**src/rtl/vga_board_render_ctrl.sv**
```systemverilog
// vga_board_render_ctrl
// Walks the cell board once per frame and paints every cell as a CELL_PX x CELL_PX
// block of pixels on a ready/valid plot port. Frames are either free-running with an
// idle gap of WAIT_CYCLES, or single-stepped while enable is low.
module vga_board_render_ctrl #(
    parameter int BOARD_W              = 16,
    parameter int BOARD_H              = 16,
    parameter int CELL_PX              = 4,
    parameter int WAIT_CYCLES          = 1000,
    parameter int COLOR_W              = 3,
    parameter logic [COLOR_W-1:0] ALIVE_COLOR = 3'b111,
    parameter logic [COLOR_W-1:0] DEAD_COLOR  = 3'b000,
    localparam int CX_W = (BOARD_W > 1) ? $clog2(BOARD_W) : 1,
    localparam int CY_W = (BOARD_H > 1) ? $clog2(BOARD_H) : 1,
    localparam int PX_W = (BOARD_W * CELL_PX > 1) ? $clog2(BOARD_W * CELL_PX) : 1,
    localparam int PY_W = (BOARD_H * CELL_PX > 1) ? $clog2(BOARD_H * CELL_PX) : 1
) (
    input  logic               clk,
    input  logic               resetn,
    input  logic               enable,
    input  logic               step,
    input  logic               cell_alive,
    input  logic               plot_ready,
    output logic [CX_W-1:0]    cell_x,
    output logic [CY_W-1:0]    cell_y,
    output logic               save_board,
    output logic               plot,
    output logic [PX_W-1:0]    pix_x,
    output logic [PY_W-1:0]    pix_y,
    output logic [COLOR_W-1:0] colour,
    output logic               waiting,
    output logic               frame_done
);

    localparam int SUB_W = (CELL_PX > 1) ? $clog2(CELL_PX) : 1;
    localparam int WC_W  = (WAIT_CYCLES > 1) ? $clog2(WAIT_CYCLES) : 1;

    typedef enum logic [2:0] {
        S_WAIT  = 3'd0,
        S_SAVE  = 3'd1,
        S_FETCH = 3'd2,
        S_LATCH = 3'd3,
        S_PLOT  = 3'd4
    } state_t;

    state_t             state_q, state_d;
    logic [WC_W-1:0]    wcnt_q, wcnt_d;
    logic [CX_W-1:0]    cx_q, cx_d;
    logic [CY_W-1:0]    cy_q, cy_d;
    logic [SUB_W-1:0]   sx_q, sx_d;
    logic [SUB_W-1:0]   sy_q, sy_d;
    logic [COLOR_W-1:0] colour_q, colour_d;
    logic               frame_done_q, frame_done_d;

    logic handshake;
    logic last_sx, last_sy, last_cx, last_cy;
    logic last_pix, last_cell;
    logic wait_go;

    // Decode of counter end points and the frame-start condition.
    always_comb begin
        handshake = (state_q == S_PLOT) && plot_ready;
        last_sx   = (sx_q == SUB_W'(CELL_PX - 1));
        last_sy   = (sy_q == SUB_W'(CELL_PX - 1));
        last_cx   = (cx_q == CX_W'(BOARD_W - 1));
        last_cy   = (cy_q == CY_W'(BOARD_H - 1));
        last_pix  = last_sx && last_sy;
        last_cell = last_cx && last_cy;
        wait_go   = (state_q == S_WAIT) &&
                    ((enable && (wcnt_q == WC_W'(WAIT_CYCLES - 1))) || (!enable && step));
    end

    // State and datapath registers; asynchronous reset returns to an idle WAIT.
    always_ff @(posedge clk or negedge resetn) begin
        if (!resetn) begin
            state_q      <= S_WAIT;
            wcnt_q       <= '0;
            cx_q         <= '0;
            cy_q         <= '0;
            sx_q         <= '0;
            sy_q         <= '0;
            colour_q     <= '0;
            frame_done_q <= 1'b0;
        end else begin
            state_q      <= state_d;
            wcnt_q       <= wcnt_d;
            cx_q         <= cx_d;
            cy_q         <= cy_d;
            sx_q         <= sx_d;
            sy_q         <= sy_d;
            colour_q     <= colour_d;
            frame_done_q <= frame_done_d;
        end
    end

    // Next-state logic: snapshot, then fetch/latch/plot per cell until the last cell.
    always_comb begin
        state_d = state_q;
        case (state_q)
            S_WAIT:  if (wait_go) state_d = S_SAVE;
            S_SAVE:  state_d = S_FETCH;
            S_FETCH: state_d = S_LATCH;
            S_LATCH: state_d = S_PLOT;
            S_PLOT: begin
                if (handshake && last_pix) begin
                    state_d = last_cell ? S_WAIT : S_FETCH;
                end
            end
            default: state_d = S_WAIT;
        endcase
    end

    // Counter and colour updates; sub-pixels advance only on an accepted pixel.
    always_comb begin
        wcnt_d       = '0;
        cx_d         = cx_q;
        cy_d         = cy_q;
        sx_d         = sx_q;
        sy_d         = sy_q;
        colour_d     = colour_q;
        frame_done_d = handshake && last_pix && last_cell;

        if (state_q == S_WAIT && !wait_go && enable) begin
            wcnt_d = wcnt_q + WC_W'(1);
        end

        if (state_q == S_SAVE) begin
            cx_d = '0;
            cy_d = '0;
            sx_d = '0;
            sy_d = '0;
        end

        if (state_q == S_LATCH) begin
            colour_d = cell_alive ? ALIVE_COLOR : DEAD_COLOR;
        end

        if (handshake) begin
            if (last_sx) begin
                sx_d = '0;
                if (last_sy) begin
                    sy_d = '0;
                    if (last_cx) begin
                        cx_d = '0;
                        cy_d = last_cy ? '0 : cy_q + CY_W'(1);
                    end else begin
                        cx_d = cx_q + CX_W'(1);
                    end
                end else begin
                    sy_d = sy_q + SUB_W'(1);
                end
            end else begin
                sx_d = sx_q + SUB_W'(1);
            end
        end
    end

    // Output decode: strobes from state, pixel position from cell and sub-pixel counters.
    always_comb begin
        waiting    = (state_q == S_WAIT);
        save_board = (state_q == S_SAVE);
        plot       = (state_q == S_PLOT);
        frame_done = frame_done_q;
        colour     = colour_q;
        cell_x     = cx_q;
        cell_y     = cy_q;
        pix_x      = PX_W'(cx_q) * PX_W'(CELL_PX) + PX_W'(sx_q);
        pix_y      = PY_W'(cy_q) * PY_W'(CELL_PX) + PY_W'(sy_q);
    end

endmodule

```
**config.mk**
```make
export PLATFORM = sky130hd
export DESIGN_NAME = vga_board_render_ctrl
export DESIGN_NICKNAME = d
export VERILOG_FILES = /design/src/rtl/vga_board_render_ctrl.sv
export SDC_FILE = /design/constraint.sdc
export NUM_CORES = 1
export LEC_CHECK = 0
export CAP_MARGIN = 20
export CORE_ASPECT_RATIO = 0.5
export CORE_UTILIZATION = 30
export DETAILED_ROUTE_END_ITERATION = 6
export DONT_BUFFER_PORTS = 1
export GPL_TIMING_DRIVEN = 0
export SLEW_MARGIN = 0
export SYNTH_ARGS = -nofsm -noshare
export SYNTH_HDL_FRONTEND = slang
export SYNTH_SLANG_ARGS = --single-unit
```
**constraint.sdc**
```tcl
create_clock -name clk -period 1.46 [get_ports clk]
set_input_delay 0.146 -clock clk [delete_from_list [all_inputs] [get_ports clk]]
set_output_delay 0.146 -clock clk [all_outputs]
set_load 0.05 [all_outputs]
```
=== Word-level counts from Yosys, hierarchy flattened ===
Cells that the tools add are included.

* $add $sub $neg: 7
* Divide/modulo/power cells: 0
* Equal/unequal tests: 11
* Muxes and demuxes: 24
* Magnitude comparators: 0
* Reductions and logical operators: 16
* Bitwise operators: 0
* Shift-type cells: 0
* $mul: 0

{| class="wikitable"
|+ Operator list
! kind !! count
|-
| $mux W4 || 11
|-
| $mux W2 || 8
|-
| $pmux W3 S5 || 1
|-
| $add A6 B2 Y6 || 2
|-
| $add A10 B1 Y10 const B || 1
|-
| $eq A10 B10 Y1 const B || 1
|-
| $logic_and A1 B1 Y1 || 10
|-
| $mux W10 || 1
|-
| $mux W3 || 3
|-
| $add A4 B1 Y4 const B || 2
|-
| $eq A4 B4 Y1 const B || 2
|-
| $eq A3 B2 Y1 const B || 2
|-
| $add A2 B1 Y2 const B || 2
|-
| $eq A2 B2 Y1 const B || 2
|-
| $ne A2 B1 Y1 const B || 2
|-
| $eq A3 B1 Y1 const B || 1
|-
| $eq A3 B3 Y1 const B || 1
|-
| $logic_not A3 Y1 || 1
|-
| $logic_not A1 Y1 || 2
|-
| $reduce_and A2 Y1 || 1
|-
| $reduce_bool A2 Y1 || 1
|-
| $logic_or A1 B1 Y1 || 1
|}

* Flip-flop bits (word level): 29
* Memories kept: 0
* Output and inout port bits: 27
* Bits in latches: 0
* ROM bits: 0
* Input port bits: 6
* Bits in writable memories: 0

=== Longest topological paths before layout ===
* Depth after elaboration: 8
* Mapped depth: 7

=== Worst setup path before layout ===
Ideal clock, no wire load.

* Path type: register to register
* From: register state_q[0]
* To: register state_q[2]
* Cell stages (with the launch flop): 4
* Data arrival time: 1979 ps
* Period minus slack after synthesis: 2048 ps
* Setup time: 69 ps
* Buffers on the path: 1
* Path slack: -588 ps
* Path through: dfrtp_1 > buf_4 > nor3b_1 > a21bo_2

* Cells in the longest elaborated chain, start to end: 5
* Elaborated cells on any way between the ends: 12

{| class="wikitable"
|+ Ends and longest elaborated chain
! item !! line !! source
|-
| from (decl) || 46 || <nowiki>state_t state_q, state_d;</nowiki>
|-
| from (signal assigned) || 85 || <nowiki>state_q <= state_d;</nowiki>
|-
| $eq A3 B3 Y1 * || - ||
|-
| via plot || 27 || <nowiki>output logic plot,</nowiki>
|-
| $logic_and A1 B1 Y1 || 62 || <nowiki>handshake = (state_q == S_PLOT) && plot_ready;</nowiki>
|-
| $logic_and A1 B1 Y1 || 105 || <nowiki>if (handshake && last_pix) begin</nowiki>
|-
| $ne A2 B1 Y1 (no source line) || - ||
|-
| $reduce_and A2 Y1 (no source line) || - ||
|}

Mark *: on every way through the listed nets, which the timed path passes. The rest lies on a longest branch.
A chain may end at the register's enable or synchronous reset.

=== Worst setup path in the final report ===
* From: register state_q[1]
* To: output save_board

* Cells in the longest elaborated chain, start to end: 1

{| class="wikitable"
|+ Ends and longest elaborated chain
! item !! line !! source
|-
| $eq A3 B1 Y1 || 161 || <nowiki>save_board = (state_q == S_SAVE);</nowiki>
|-
| to (decl) || 26 || <nowiki>output logic save_board,</nowiki>
|}

No other way between the ends.

==> flow_summary.toml <==
[synthesis]
async_flop_share_pct = 100
synth.area.top_cells = "dfrtp_1 (46%), buf_4 (5.6%), nand3_1 (5.4%)"
synth_area_um2 = 1470
syn_inst = 150
yosys_warnings = 0
synth_area_per_cell_um2 = 9.82
synth_nets = 161
synth_edf_count = 0
ys_seq_area_share_pct = 45.9
yosys.area.top_type_share_pct = 45.9
synth_cell_types = 37
synth_area_leader_cell = "dfrtp_1"
ys_ff_latch = 27
synthFlopType = "dfrtp_1"
synth.most_common_cell = "dfrtp_1"
synth_common_cells = "dfrtp_1 (27), nor2_1 (17), nand3_1 (16), nand2_1 (15), buf_4 (11)"

[run]
drv_cap = 0

[timing]
fmax_ghz = 0.638
grt_setup_unrepaired = "yes"
tns_ns = -0.921
finalHoldViolCount = 0
maxSlewViolCount = 0
worst_slew_pin_slew_ns = 0.626
slew_headroom_pct = 58.1
setup_viol = 20
skew_ns = 0.00614
fin_crit_sh_pct = 107
fin_ws_ns = -0.107
fin_crit_ns = 1.57

[cts]
cts.clk_slew.worst_paths_ns = 0.10
cts_inserted_buffers = 3
cts_buffer_depth = 2
htreeDepth = 1
cts_tree = "yes"
cts_root_buf = "clkbuf_8"
clkLatencyLatePin_ns = 0.27
cts_sinks = 27

[layout]
stdcell_count = 232
layout-drive-gt1-share_pct = 39.2
nNetsFinal = 178
area.sequential_um2 = 699
fin_area_um2 = 1890
finalCoreUtilization_pct = 41.5
area_growth_syn_to_layout_pct = 28.1
fillerInstances = 454
num_antenna_cells = 0
multi_input_area_um2 = 798

[worst_setup_path]
worst_setup_path_start_kind = "register"
critPathMostFrequentCell = "buf_6"
r2r_setup_slack_ns = -0.07
crit_family = "flip-flops"
rr_worst_depth = 4
worstPathArrival_ns = 1.42
worstSetupPathType = "register to primary output"
crit_fanout = 6
worstPathRequired_ns = 1.31
crit_buf_inv = 3
timing.rr.end = "wcnt_q[8]"
crit_slowest_cell = "dfrtp_1"
end_kind = "primary output"
cp_cell_sequence = "buf_6 -> or3b_1 -> buf_6 -> clkinv_8"
critPathMaxStageDelay_ns = 0.39
reg2reg_from = "state_q[0]"

[floorplanning]
io_pins = 33
die_w_um = 101
die_area_um2 = 5210
die_h_um = 51.5
rows = 17
coreArea_um2 = 4550
initial_core_util_pct = 32.4

[route]
vias_per_cell = 4.81
wl_per_cell_um = 13.4
vias = 1115
drt-total-wl_mm = 3.10
ant_nets = 0
drc = 0
first_pass_iters = 4
drt_iter0_markers = 26

[grt]
grt_start_max_net_pins = 28
grt_usage_pct = 12.9
grt_overflow = 0
grt_antenna_before_repair = 0
grt_pass1_vias = 1119
grt_pass1_wl_mm = 5.26

[outcome]
status = "complete, but fails checks"
violations = "negative setup slack"

[hold_path]
min_to = "colour[1]"
min_path_type = "input port to register"
holdPathStages = 1
worstHoldStart = "cell_alive"

[place]
dp.cells = 216
portBuffers = 0
gp_congestion = 0.759
dp_hpwl_mm = 1.99
placed_cell_area_um2 = 1600
place_ws_ns = -0.117

[power_and_ir_drop]
power.density_nw_per_um2 = 1330
power_leakage_uw = 0.000775
peakVddDrop_mv = 0.512
==> logic make-up after synthesis <==
| group | share of synthesized area, % |
|---|---|
| DFF | 45.9 |
| AOI/OAI and AO/OA | 9.94 |
| buffers and inverters | 9.09 |
| muxes | 0.765 |
| xor gates and xnor gates | 5.35 |
| adders and majority gates | 4.25 |
| and+or+nand+nor | 24.7 |
==> final cells by class <==
class,count,area share (%)
well taps,66,4.38
plain buffers,14,6.37
clock buffers,3,2.19
multi-input cells,104,42.3
flip-flops and latches,27,37.1
repair buffers,12,5.77
clock inverters,1,0.265
inverters,5,1.66
==> state kept, by name (all words and copies together), names as in the netlist <==
name / count
sy_q: 2
state_q: 3
colour: 1
sx_q: 2
wcnt_q: 10
cell_x: 4
frame_done: 1
cell_y: 4
==> how the worst max path moves through the flow <==
stage,start,endpoint,slack [ns],cells past startpoint
6_report,state_q[1],save_board,-0.11,4
5_1_grt,state_q[0],wcnt_q[8],-0.18,4
4_1_cts,state_q[1],save_board,-0.10,4
3_5_place_dp,sx_q[0],cell_y[3],-0.12,5
3_3_place_gp,sx_q[0],cell_y[3],-0.11,5
2_1_floorplan,state_q[0],state_q[2],-0.04,3
==> layer usage <==
layer  track usage, %  vias to the layer above  wire length, um
met5                0                        -                0
met4             2.17                        0               19
met3             2.55                        2               74
met2             23.9                       12             1590
met1             15.9                      554             1420
li1                 -                      547                -
==> metrics by stage <==
stage / hold WS [ns] / total power, uW
after global placement: -0.149 / 1830
after floorplan: -0.150 / 1750
after CTS: 0.0189 / 2460
final: 0.0260 / 2520
after detailed placement: -0.149 / 1840
after global routing: 0.0174 / 2640
==> placed cells by master, fill, tap and decap left out, types with 2 or more instances in the layout <==
master / n
a21o_1: 2
a21oi_1: 3
buf_4: 19
buf_6: 5
clkbuf_8: 3
dfrtp_1: 14
dfrtp_2: 10
dfrtp_4: 3
ha_4: 5
inv_1: 4
nand2_1: 12
nand2_2: 2
nand3_1: 14
nand3_4: 3
nand4_1: 3
nor2_1: 17
nor3_1: 3
nor3_4: 2
o21ai_0: 2
o21ai_1: 6
o31ai_1: 4
xnor2_1: 7
xor2_1: 2
==> repair_timing <==
action / CTS / global route
gates cloned: 0 / 0
hold buffers: 2 / 0
pin swaps: 8 / 3
setup buffers: 9 / 1
setup endpoints to repair: 25 / 30
resized for setup: 19 / 13
hold endpoints to repair: 27 / 0
==> power by group <==
part / internal (uW) / total (uW) / switching (uW)
Sequential: 834 / 1060 / 229
Clock: 191 / 432 / 240
Combinational: 434 / 1020 / 587
==> worst register-to-register path, stage by stage (launching register included) <==
cell and delay, ns:
dfrtp_1 0.39, buf_6 0.14, nor3_4 0.55, nand3_4 0.23
nor2_1 0.16
No activity file was read; power rests on OpenSTA's default activity.
